**src/rtl/period_meter_pkg.sv**
```systemverilog
// Shared types and constants for the period meter.
// State encoding plus the counter saturation limit.
package period_meter_pkg;

  typedef enum logic [1:0] {
    IDLE,
    WAIT_EDGE,
    MEASURE,
    TIMEOUT
  } pm_state_e;

  function automatic logic [31:0] cnt_max(input int unsigned w);
    return (32'd1 << w) - 32'd1;
  endfunction

endpackage

```
**src/rtl/sync_edge_detect.sv**
```systemverilog
// Input synchronizer with one history flop for edge detection.
// Reused for buttons, switches and slow clock sources.
module sync_edge_detect #(
  parameter int SYNC_STAGES = 2
) (
  input  logic clk,
  input  logic rst,
  input  logic d,
  output logic level,
  output logic rise,
  output logic fall
);

  logic [SYNC_STAGES-1:0] sync_q;
  logic                   prev_q;

  always_ff @(posedge clk) begin
    if (rst) begin
      sync_q <= '0;
      prev_q <= 1'b0;
    end else begin
      sync_q <= {sync_q[SYNC_STAGES-2:0], d};
      prev_q <= sync_q[SYNC_STAGES-1];
    end
  end

  assign level = sync_q[SYNC_STAGES-1];
  assign rise  = level & ~prev_q;
  assign fall  = ~level & prev_q;

endmodule

```
**src/rtl/period_meter.sv**
```systemverilog
// Measures period and high time of a slow square wave in clk cycles.
// Reports each measurement with a one-cycle valid and flags a lost signal.
module period_meter
  import period_meter_pkg::*;
#(
  parameter int CNT_W       = 18,
  parameter int SYNC_STAGES = 2
) (
  input  logic             clk,
  input  logic             rst,
  input  logic             En,
  input  logic             sig_in,
  output logic [CNT_W-1:0] period,
  output logic [CNT_W-1:0] high_time,
  output logic             valid,
  output logic             locked,
  output logic             timeout
);

  localparam logic [CNT_W-1:0] MAX = CNT_W'(cnt_max(CNT_W));

  logic level;
  logic rise;
  logic fall;

  sync_edge_detect #(
    .SYNC_STAGES(SYNC_STAGES)
  ) u_sync (
    .clk  (clk),
    .rst  (rst),
    .d    (sig_in),
    .level(level),
    .rise (rise),
    .fall (fall)
  );

  pm_state_e        state;
  logic [CNT_W-1:0] cnt;
  logic [CNT_W-1:0] hi_cnt;
  logic [CNT_W-1:0] hi_hold;

  // cnt < MAX on the increment path, and hi_cnt never exceeds cnt,
  // so both counters stop at MAX without explicit clamping.
  always_ff @(posedge clk) begin
    if (rst) begin
      state     <= IDLE;
      cnt       <= '0;
      hi_cnt    <= '0;
      hi_hold   <= '0;
      period    <= '0;
      high_time <= '0;
      valid     <= 1'b0;
      locked    <= 1'b0;
      timeout   <= 1'b0;
    end else begin
      valid <= 1'b0;
      if (!En) begin
        state   <= IDLE;
        locked  <= 1'b0;
        timeout <= 1'b0;
      end else begin
        unique case (state)
          IDLE: begin
            state <= WAIT_EDGE;
          end
          WAIT_EDGE: begin
            if (rise) begin
              cnt     <= CNT_W'(1);
              hi_cnt  <= CNT_W'(1);
              hi_hold <= '0;
              state   <= MEASURE;
            end
          end
          MEASURE: begin
            if (rise) begin
              period    <= cnt;
              high_time <= hi_hold;
              valid     <= 1'b1;
              locked    <= 1'b1;
              cnt       <= CNT_W'(1);
              hi_cnt    <= CNT_W'(1);
              hi_hold   <= '0;
            end else if (cnt == MAX) begin
              state   <= TIMEOUT;
              timeout <= 1'b1;
              locked  <= 1'b0;
            end else begin
              cnt <= cnt + 1'b1;
              if (level) begin
                hi_cnt <= hi_cnt + 1'b1;
              end
              if (fall) begin
                hi_hold <= hi_cnt;
              end
            end
          end
          TIMEOUT: begin
            if (rise) begin
              timeout <= 1'b0;
              cnt     <= CNT_W'(1);
              hi_cnt  <= CNT_W'(1);
              hi_hold <= '0;
              state   <= MEASURE;
            end
          end
          default: begin
            state <= IDLE;
          end
        endcase
      end
    end
  end

endmodule
```
**config.mk**
```make
export PLATFORM = sky130hd
export DESIGN_NAME = period_meter
export DESIGN_NICKNAME = d
export VERILOG_FILES = /design/src/rtl/period_meter_pkg.sv /design/src/rtl/sync_edge_detect.sv /design/src/rtl/period_meter.sv
export SDC_FILE = /design/constraint.sdc
export NUM_CORES = 1
export LEC_CHECK = 0
export ABC_AREA = 0
export BUFFER_PORTS_ARGS = -buffer_cell sky130_fd_sc_hd__clkbuf_2
export CAP_MARGIN = 20
export CORE_MARGIN = 10
export CORE_UTILIZATION = 33
export CTS_CLUSTER_SIZE = 24
export DETAILED_ROUTE_END_ITERATION = 12
export PLACE_DENSITY_LB_ADDON = 0.08
export SYNTH_ARGS = -nofsm -noshare
export SYNTH_HDL_FRONTEND = slang
export SYNTH_SLANG_ARGS = --single-unit
```
**constraint.sdc**
```tcl
create_clock -name clk -period 5.9 [get_ports clk]
set_input_delay 0.295 -clock clk [delete_from_list [all_inputs] [get_ports clk]]
set_output_delay 0.295 -clock clk [all_outputs]
set_load 0.005 [all_outputs]
```
==> impl_metrics.json <==
{
  "antenna_found_initial": 0,
  "setup_slack_ns": 3.203,
  "hold_path_depth": 2,
  "dr.pass1.iters": 4,
  "cts_hold_buf": 0,
  "worstPathCellList": "ha_1 -> and2_1 -> o21ai_1 -> a21oi_1 -> a21oi_2 -> a22o_1",
  "cp-start-kind": "register",
  "swShare": 0.2169,
  "cts_max_path_buffers": 2,
  "holdPathEnd": "u_sync.sync_q[0]",
  "instances_no_fill": 697,
  "max_slew_margin": 0.3337,
  "min_from": "sig_in",
  "setup_viol": 0,
  "avgSynthCellArea_sq_um": 8.371,
  "grt-ovfl-total": 0,
  "p_seq_frac": 0.498,
  "synth_seq_cells": 98,
  "layout-drive-gt1-share": 0.1295,
  "routed_wl_mm": 11.02,
  "htreeDepth": 3,
  "yosysWarnings": 0,
  "powerDensity_nw_per_um2": 277.7,
  "drv_slew": 0,
  "coreArea_sq_um": 12520,
  "gp_congestion": 0.8037,
  "pin_count": 43,
  "place_ws_ns": 3.227,
  "layout_min_cycle_time_ns": 2.697,
  "vias": 3669,
  "rsz0062_at_grt": "no",
  "fin_crit_sh": 0.4572,
  "yosysSeqAreaShare": 0.4688,
  "critPathMaxStageDelay_ns": 0.74,
  "wl_per_cell_um": 15.80,
  "cts-root-buf": "clkbuf_16",
  "power_frac_comb": 0.028,
  "clkTransAtPathRegs_ns": 0.07,
  "dpl_cell_area_sq_um": 4482,
  "final_cell_mix": "nand2_1, dfxtp_1, a21oi_1",
  "drtAntennaViolNets": 0,
  "synth.distinct_cells": 55,
  "p_leak_nw": 1.631,
  "top_usage_layer": "met1",
  "final_nets": 527,
  "skew_ns": 0.003142,
  "end_kind": "register",
  "num_antenna_cells": 0,
  "grt_use_met2": 0.1794,
  "met3_usage": 0.02877,
  "grtUsageTotal": 0.1274,
  "critPathKind": "reg -> reg",
  "fin_worst_hold_slack_ns": 0.1596,
  "die_x_um": 132.6,
  "dp_cells": 681,
  "die-height_um": 132.6,
  "portBuffers": 42,
  "cts_resized": 0,
  "ys_async_sr_fraction": 0,
  "reg2reg_slack_ns": 3.20,
  "clock_latency_ns": 0.34,
  "status": "finished clean",
  "crit_required_ns": 6.19,
  "cts.sink_count": 98,
  "netlist_area_sq_um": 4185,
  "worst_slew_pin_slew_ns": 0.9948,
  "fmax_mhz": 370.7,
  "arrival_ns": 2.99,
  "cts_buffers": 9,
  "grt.met1_usage": 0.1825,
  "synth_nets": 507,
  "slowest_stage": "o21ai_1",
  "r2r_end": "hi_hold[6]",
  "start_util": 0.3344,
  "placementRows": 41,
  "p_int_mw": 1.044,
  "n_fill_cell": 1351,
  "grt_max_degree": 68,
  "crit_buf_inv": 0,
  "ir_drop_mv": 0.1276,
  "final_area_sq_um": 4801,
  "reg2reg_from": "u_sync.sync_q[1]",
  "cts_tree": "built",
  "synth-edff-count": 0,
  "fin_util": 0.3835,
  "layout_commonest_cell": "nand2_1",
  "p_total_mw": 1.333,
  "switching_power_mw": 0.2892,
  "syn-instance-count": 500,
  "route.detailed.vias_per_inst": 5.264,
  "ys.flop_type": "dfxtp_1",
  "area_growth_pct": 14.71,
  "p_clk_frac": 0.474,
  "hold_path.class": "in -> reg",
  "grt_pass1_wl_mm": 18.69,
  "grt_pass1_vias": 3532,
  "dp_hpwl_mm": 7.514,
  "finalSetupTns_ns": 0,
  "drt_iter0_markers": 226,
  "post-cts-setup-buffers": 0,
  "path_max_fanout": 14,
  "path_delay_family": "compound AO/OA/AOI/OAI gates",
  "cap_violations": 0,
  "hold_viol_final": 0,
  "r2r_cells": 6,
  "drc": 0,
  "design.die.area_sq_um": 17590
}
==> worst max path at each step <==
| stage | slack, ns | cells past startpoint | endpoint | from |
|---|---|---|---|---|
| floorplan | 3.59 | 9 | hi_hold[10] | u_sync.sync_q[1] |
| global placement | 3.37 | 5 | cnt[14] | state[1] |
| detailed placement | 3.23 | 6 | hi_hold[2] | u_sync.sync_q[1] |
| CTS | 3.19 | 6 | hi_hold[14] | u_sync.sync_q[1] |
| global route | 2.88 | 6 | hi_hold[7] | u_sync.sync_q[1] |
| finish | 3.20 | 6 | hi_hold[6] | u_sync.sync_q[1] |
==> logic make-up after synthesis <==
family,share of synthesized area
compound gates,0.2161
xor+xnor,0.002093
fa+ha+maj,0.008970
buf+inv,0.05441
flops,0.4688
mux,0.01674
simple gates,0.2329
==> cell usage after synthesis, types with 6 or more instances <==
library cell / number / area (sq um)
mux2i_1: 7 / 70.07
o21ai_0: 6 / 30.03
o41ai_1: 11 / 96.34
dfxtp_1: 98 / 1962
o311ai_1: 12 / 105.1
nand2_1: 107 / 401.6
inv_1: 14 / 52.55
or4_1: 6 / 45.04
nand4_1: 11 / 68.82
nand3_1: 16 / 80.08
a31oi_1: 6 / 37.54
a22o_1: 14 / 122.6
nor2_1: 21 / 78.83
nor3_1: 6 / 30.03
o21ai_1: 7 / 35.03
a21oi_1: 52 / 260.3
clkbuf_1: 31 / 116.4
nor4_1: 8 / 50.05
==> power groups by stage <==
stage          Sequential [mW]  Combinational (mW)  Clock, mW
2_1_floorplan            0.678              0.0285          0
3_3_place_gp             0.679              0.0372          0
4_1_cts                  0.664              0.0379      0.652
6_report                 0.664              0.0372      0.632
3_5_place_dp             0.679              0.0378          0
5_1_grt                  0.664              0.0424      0.681
==> metal layers <==
metal	share of wire	routed length, um
met2	0.42	4617
met4	0.015	164
met5	0	0
met3	0.041	452
met1	0.52	5781
==> cell type report <==
class / instances / area (sq um) / share of cell area
timing repair buffer: 47 / 247.7 / 0.05160
inverter: 14 / 52.55 / 0.01095
clock inverter: 6 / 90.09 / 0.01876
multi-input combinational: 350 / 2004 / 0.4175
clock buffer: 10 / 229.0 / 0.04769
sequential: 98 / 1962 / 0.4087
tap: 172 / 215.2 / 0.04483
==> state kept, by name, summed over array words and instances (netlist names), 2 cells and up <==
register,flops
cnt,18
hi_cnt,18
hi_hold,18
high_time,18
period,18
state,2
u_sync.sync_q,2
Power figures use the tool's default switching activity.
